--- src/rtl/wb_led_slave.sv ---
// Wishbone pipelined slave driving six LEDs with a maskable blink phase.
// One request in flight at a time; ack/err arrive exactly one cycle after accept.
module wb_led_slave #(
  parameter logic [31:0] BASE_ADDR = 32'h8000_0000,
  parameter int          PRESCALE  = 27000
) (
  input  logic        clk,
  input  logic        i_resetn,
  input  logic        i_wb_m2s_cyc,
  input  logic        i_wb_m2s_stb,
  input  logic        i_wb_m2s_we,
  input  logic [31:0] i_wb_m2s_addr,
  input  logic [31:0] i_wb_m2s_data,
  input  logic [3:0]  i_wb_m2s_sel,
  output logic        o_wb_s2m_ack,
  output logic        o_wb_s2m_stall,
  output logic        o_wb_s2m_err,
  output logic [31:0] o_wb_s2m_data,
  output logic [31:0] o_wb_s2m_err_addr,
  output logic [5:0]  o_leds
);
  localparam int PW = $clog2(PRESCALE);
  localparam logic [1:0] R_LED = 2'd0, R_MASK = 2'd1, R_PERIOD = 2'd2, R_STATUS = 2'd3;

  logic [5:0]    led_q, mask_q, leds_q;
  logic [15:0]   period_q, count_q;
  logic          phase_q;
  logic [PW-1:0] pre_q;
  logic          ack_q, err_q, stall_q;
  logic [31:0]   rdata_q, err_addr_q;

  logic        accept, hit, bad, wr, period_wr, tick;
  logic [1:0]  idx;
  logic [15:0] bmask;
  logic [31:0] cur;
  logic        unused_ok;

  assign accept    = i_wb_m2s_cyc && i_wb_m2s_stb && !stall_q;
  assign hit       = (i_wb_m2s_addr[31:4] == BASE_ADDR[31:4]) && (i_wb_m2s_addr[1:0] == 2'b00);
  assign idx       = i_wb_m2s_addr[3:2];
  assign bad       = !hit || (i_wb_m2s_we && idx == R_STATUS);
  assign wr        = accept && i_wb_m2s_we && !bad;
  assign period_wr = wr && idx == R_PERIOD;
  assign bmask     = {{8{i_wb_m2s_sel[1]}}, {8{i_wb_m2s_sel[0]}}};
  assign tick      = (pre_q == PW'(PRESCALE - 1));
  // Upper lanes only ever land on read-as-zero bits.
  assign unused_ok = ^{i_wb_m2s_data[31:16], i_wb_m2s_sel[3:2]};

  always_comb begin
    cur = '0;
    case (idx)
      R_LED:    cur = {26'd0, led_q};
      R_MASK:   cur = {26'd0, mask_q};
      R_PERIOD: cur = {16'd0, period_q};
      default:  cur = {count_q, 15'd0, phase_q};
    endcase
  end

  always_ff @(posedge clk or negedge i_resetn) begin
    if (!i_resetn) begin
      stall_q    <= 1'b0;
      ack_q      <= 1'b0;
      err_q      <= 1'b0;
      rdata_q    <= '0;
      err_addr_q <= '0;
      led_q      <= '0;
      mask_q     <= '0;
      period_q   <= '0;
      leds_q     <= '0;
    end else begin
      stall_q <= accept;
      ack_q   <= accept && !bad;
      err_q   <= accept && bad;
      rdata_q <= (accept && !bad && !i_wb_m2s_we) ? cur : '0;
      if (accept && bad) err_addr_q <= i_wb_m2s_addr;
      if (wr && idx == R_LED)
        led_q <= (led_q & ~bmask[5:0]) | (i_wb_m2s_data[5:0] & bmask[5:0]);
      if (wr && idx == R_MASK)
        mask_q <= (mask_q & ~bmask[5:0]) | (i_wb_m2s_data[5:0] & bmask[5:0]);
      if (period_wr)
        period_q <= (period_q & ~bmask) | (i_wb_m2s_data[15:0] & bmask);
      leds_q <= led_q ^ (mask_q & {6{phase_q}});
    end
  end

  // Blink timebase; a PERIOD write restarts it from a clean phase.
  always_ff @(posedge clk or negedge i_resetn) begin
    if (!i_resetn) begin
      pre_q   <= '0;
      count_q <= '0;
      phase_q <= 1'b0;
    end else if (period_wr) begin
      pre_q   <= '0;
      count_q <= '0;
      phase_q <= 1'b0;
    end else begin
      pre_q <= tick ? '0 : pre_q + 1'b1;
      if (period_q == 16'd0) begin
        count_q <= '0;
        phase_q <= 1'b0;
      end else if (tick) begin
        if (count_q == period_q - 16'd1) begin
          count_q <= '0;
          phase_q <= ~phase_q;
        end else begin
          count_q <= count_q + 16'd1;
        end
      end
    end
  end

  // A master that drops cyc abandons the response.
  assign o_wb_s2m_ack      = ack_q && i_wb_m2s_cyc;
  assign o_wb_s2m_err      = err_q && i_wb_m2s_cyc;
  assign o_wb_s2m_stall    = stall_q;
  assign o_wb_s2m_data     = o_wb_s2m_ack ? rdata_q : '0;
  assign o_wb_s2m_err_addr = err_addr_q;
  assign o_leds            = leds_q;
endmodule

--- config.mk ---
export PLATFORM = sky130hd
export DESIGN_NAME = wb_led_slave
export DESIGN_NICKNAME = d
export VERILOG_FILES = /design/src/rtl/wb_led_slave.sv
export SDC_FILE = /design/constraint.sdc
export NUM_CORES = 1
export LEC_CHECK = 0
export BUFFER_PORTS_ARGS = -buffer_cell sky130_fd_sc_hd__buf_2
export CORE_UTILIZATION = 25
export DETAILED_ROUTE_END_ITERATION = 16
export PLACE_DENSITY = 0.41
export SLEW_MARGIN = 20
export SYNTH_ARGS = -nofsm -noshare
export SYNTH_HDL_FRONTEND = slang
export SYNTH_SLANG_ARGS = --single-unit
--- constraint.sdc ---
create_clock -name clk -period 3.1 [get_ports clk]
set_clock_uncertainty 0.15 [all_clocks]
set_input_delay 0.465 -clock clk [delete_from_list [all_inputs] [get_ports clk]]
set_output_delay 0.465 -clock clk [all_outputs]
set_load 0.01 [all_outputs]
==> key figures <==
STA
  – Final Cycle Share: 0.9704
  – Setup TNS: 0 ns
  – Hold WS: between 0.1 and 0.15 ns
  – Worst-Margin Slew: approximately 0.73 ns
  – Final setup fails: 0
  – Fin crit period: around 3.0 ns
  – Final Slew Violations: 0
  – Final Hold Fails: 0
  – Slew HR: 0.5098
  – FMAX: 0.3324 GHz
  – Unrepaired setup endpoints after global routing: no

Detailed routing
  – DR iter-0 viols: 270
  – Post-Route WL: 16950 um
  – Drt first pass iters: 4
  – Routed wire per std cell: 16.12 um
  – Via count: around 4700
  – DRC viols: 0
  – Vias per cell: around 4.5
  – Final antenna-violating net count: 0

Clocking
  – Clock latency on the worst-skew pair: around 0.42 ns
  – CTS tree: done
  – Clk sink count: 133
  – CTS Root Buffer Type: clkbuf_16
  – Clock-pin transition on the worst setup and hold timing paths: approximately 0.060 ns
  – Max clock buf depth: 2
  – H-tree depth: 4
  – CTS buffer count: 17

GRT
  – Initial antenna violation count: 0
  – GRT Util Overall: 0.1390
  – Gr ovfl total: 0
  – Number of global-route vias before repair: slightly below 5000
  – Largest net degree at the start of global routing: 63
  – First-pass GRT wire length: 27440 um

Logic synthesis
  – Syn Nets: 634
  – Post-synthesis cell count: around 560
  – Post-synth cell types: between 50 and 60
  – Avg Inst Size Synth: 11.25 sq um
  – Synth top area share: 0.5301
  – Post-synth top area cell: dfrtp_1
  – Ys flop type: dfrtp_1
  – Post-synthesis sequential area ratio: 0.5301
  – Post-synthesis async set-or-reset flop share: 1.000
  – Post-synth EDFFs: 0
  – FF+latch count, synth: 133
  – Netlist Area Pre-Place: 0.006279 sq mm
  – Synthesis warning total: 0
  – Ranking of synthesized cells by area: dfrtp_1 (53%), mux2_2 (11%), xnor2_1 (4.7%)

Place
  – GPL Wtd Cong: 0.7883
  – Inst Count DP: approximately 1000
  – PortBufs: 127
  – Hpwl dp: 12510 um
  – Post-DP Area: 0.007456 sq mm

Final layout
  – Post-layout net count: 791
  – Post-route insts no fill: about 1100
  – Design area: approximately 0.0082 sq mm
  – N_diodes: 0
  – Share of cells above drive strength 1: 0.3673
  – Synthesis-to-layout area growth: 30.31%

Worst setup path
  – FF-to-FF path depth: 11
  – Critical path peak fanout: 7
  – Critical Path AT: roughly 3.2 ns
  – Worst Path Class, Setup: flop to flop
  – Worst endpoint required time: roughly 3.3 ns
  – CP Capture Type: flop
  – Critical path launch point type: flop

Die
  – Core box area: 0.02446 sq mm
  – Die ar.: 0.02575 sq mm
  – IO Pins: around 150
  – Site row count: 57
  – Die height: 160.5 um
  – Die X: 160.5 um
  – Starting Density: 0.2567

Power and ir drop
  – Sw frac: 0.2197
  – Clk pwr share: 0.510
  – P_leak: 3.946 nW
  – Cell Pwr Density: 541.0 mW/mm^2
  – Net Sw Power: 972.4 uW
  – Internal power: approximately 3.5 mW
  – Maximum vdd drop: 0.2674 mV
  – Sequential share of power: 0.418
  – Comb power frac: 0.072
  – Pwr Total: 4.426 mW

Run status
  – Outcome: complete, no violations

Job
  – Max_cap viols: 0

Hold path
  – Min-delay worst type: input port to flop
  – Hold path depth: 2
==> area by class of cell <==
class                   instances  area, sq um
fillers                      2481        16280
clock buffers                  20        466.7
inverters                       8        30.03
repair buffers                159        909.6
clock inverters                11        196.4
flip-flops and latches        133         3331
multi-input cells             396         2843
well taps                     324        405.4
==> cell usage after synthesis, drive strengths merged, types with 2 or more instances <==
library cell / count
a211o: 2
a21boi: 2
a21oi: 8
and2: 29
and3: 39
buf: 7
clkbuf: 14
dfrtp: 133
ha: 3
inv: 8
mux2: 61
mux2i: 6
nand2: 29
nand2b: 7
nand3: 16
nand3b: 4
nand4: 9
nand4b: 3
nor2: 60
nor2b: 6
nor3: 18
nor3b: 2
nor4: 12
nor4b: 5
o21ai: 4
o31ai: 3
or3: 3
or4: 3
xnor2: 34
xor2: 13
==> power groups by stage <==
stage | clock network, mW | registers (mW) | logic (mW)
2_1_floorplan | 0 | 1.92 | 0.0960
3_3_place_gp | 0 | 1.88 | 0.323
3_5_place_dp | 0 | 1.88 | 0.328
4_1_cts | 2.32 | 1.85 | 0.329
5_1_grt | 2.39 | 1.86 | 0.354
6_report | 2.26 | 1.85 | 0.321
==> repair_timing <==
action / CTS / global route
hold endpoints to repair: 60 / 0
resized for setup: 0 / 6
hold buffers: 1 / 0
setup buffers: 1 / 3
pin swaps: 0 / 2
endpoints found under the setup margin: 1 / 15
==> per-layer routing <==
metal / GRT usage / share of wire / vias to the layer above / wire (um)
met5: 0 / 0 / - / 0
met4: 0.05065 / 0.017 / 0 / 283
met3: 0.03280 / 0.037 / 18 / 621
met2: 0.2174 / 0.47 / 87 / 7910
met1: 0.1864 / 0.48 / 2335 / 8132
li1: - / - / 2268 / -
==> worst max-delay path, cell delays in order, from the launching register on <==
cell and delay (ns):
dfrtp_2 0.41, inv_1 0.06, ha_1 0.21, nor4b_4 0.13, buf_4 0.17, buf_4 0.15, nand3b_1 0.08, or3b_2 0.44
a21o_1 0.20, a211o_4 0.35, or4_4 0.42, a21boi_2 0.14
==> through the flow <==
stage,worst slack (ns),utilization
floorplan,0.2745,-
global placement,0.08710,0.3048
detailed placement,0.02499,0.3048
CTS,0.04265,0.3326
global route,0.004738,0.3345
finish,0.09162,0.3345
==> cells in the final DEF (no fill, tap or decap), drive strengths merged, types with 7 or more instances in the layout <==
master,count
nand3,16
a21oi,8
buf,158
nand2b,7
mux2,61
nor3,18
nand2,29
and2,29
clkbuf,20
nand4,9
inv,9
and3,39
xnor2,34
dfrtp,133
nor2,60
nor4,12
xor2,13
==> cell families (layout without fill, tap and decap cells) <==
| kind of cell | after synthesis | in the layout | synth area share |
|---|---|---|---|
| xor gates and xnor gates | 47 | 47 | 0.06556 |
| muxes | 68 | 68 | 0.1232 |
| DFF | 133 | 133 | 0.5301 |
| and+or+nand+nor | 249 | 249 | 0.2200 |
| AOI/OAI and AO/OA | 29 | 29 | 0.03448 |
| adders and majority gates | 3 | 3 | 0.005979 |
| buffers and inverters | 29 | 198 | 0.02073 |
==> path summary, 6_finish.rpt <==
path                                        end         startpoint  slack (ns)
max in group asynchronous  o_wb_s2m_err_addr[5]           i_resetn        1.55
min in group asynchronous           rdata_q[25]           i_resetn        0.46
hold / removal                             flop  i_wb_m2s_data[11]        0.13
setup / recovery                        phase_q               flop        0.09
hold reg to reg                        pre_q[0]           pre_q[0]        0.31
setup reg to reg                        phase_q               flop        0.09
No activity file was read; power rests on OpenSTA's default activity.
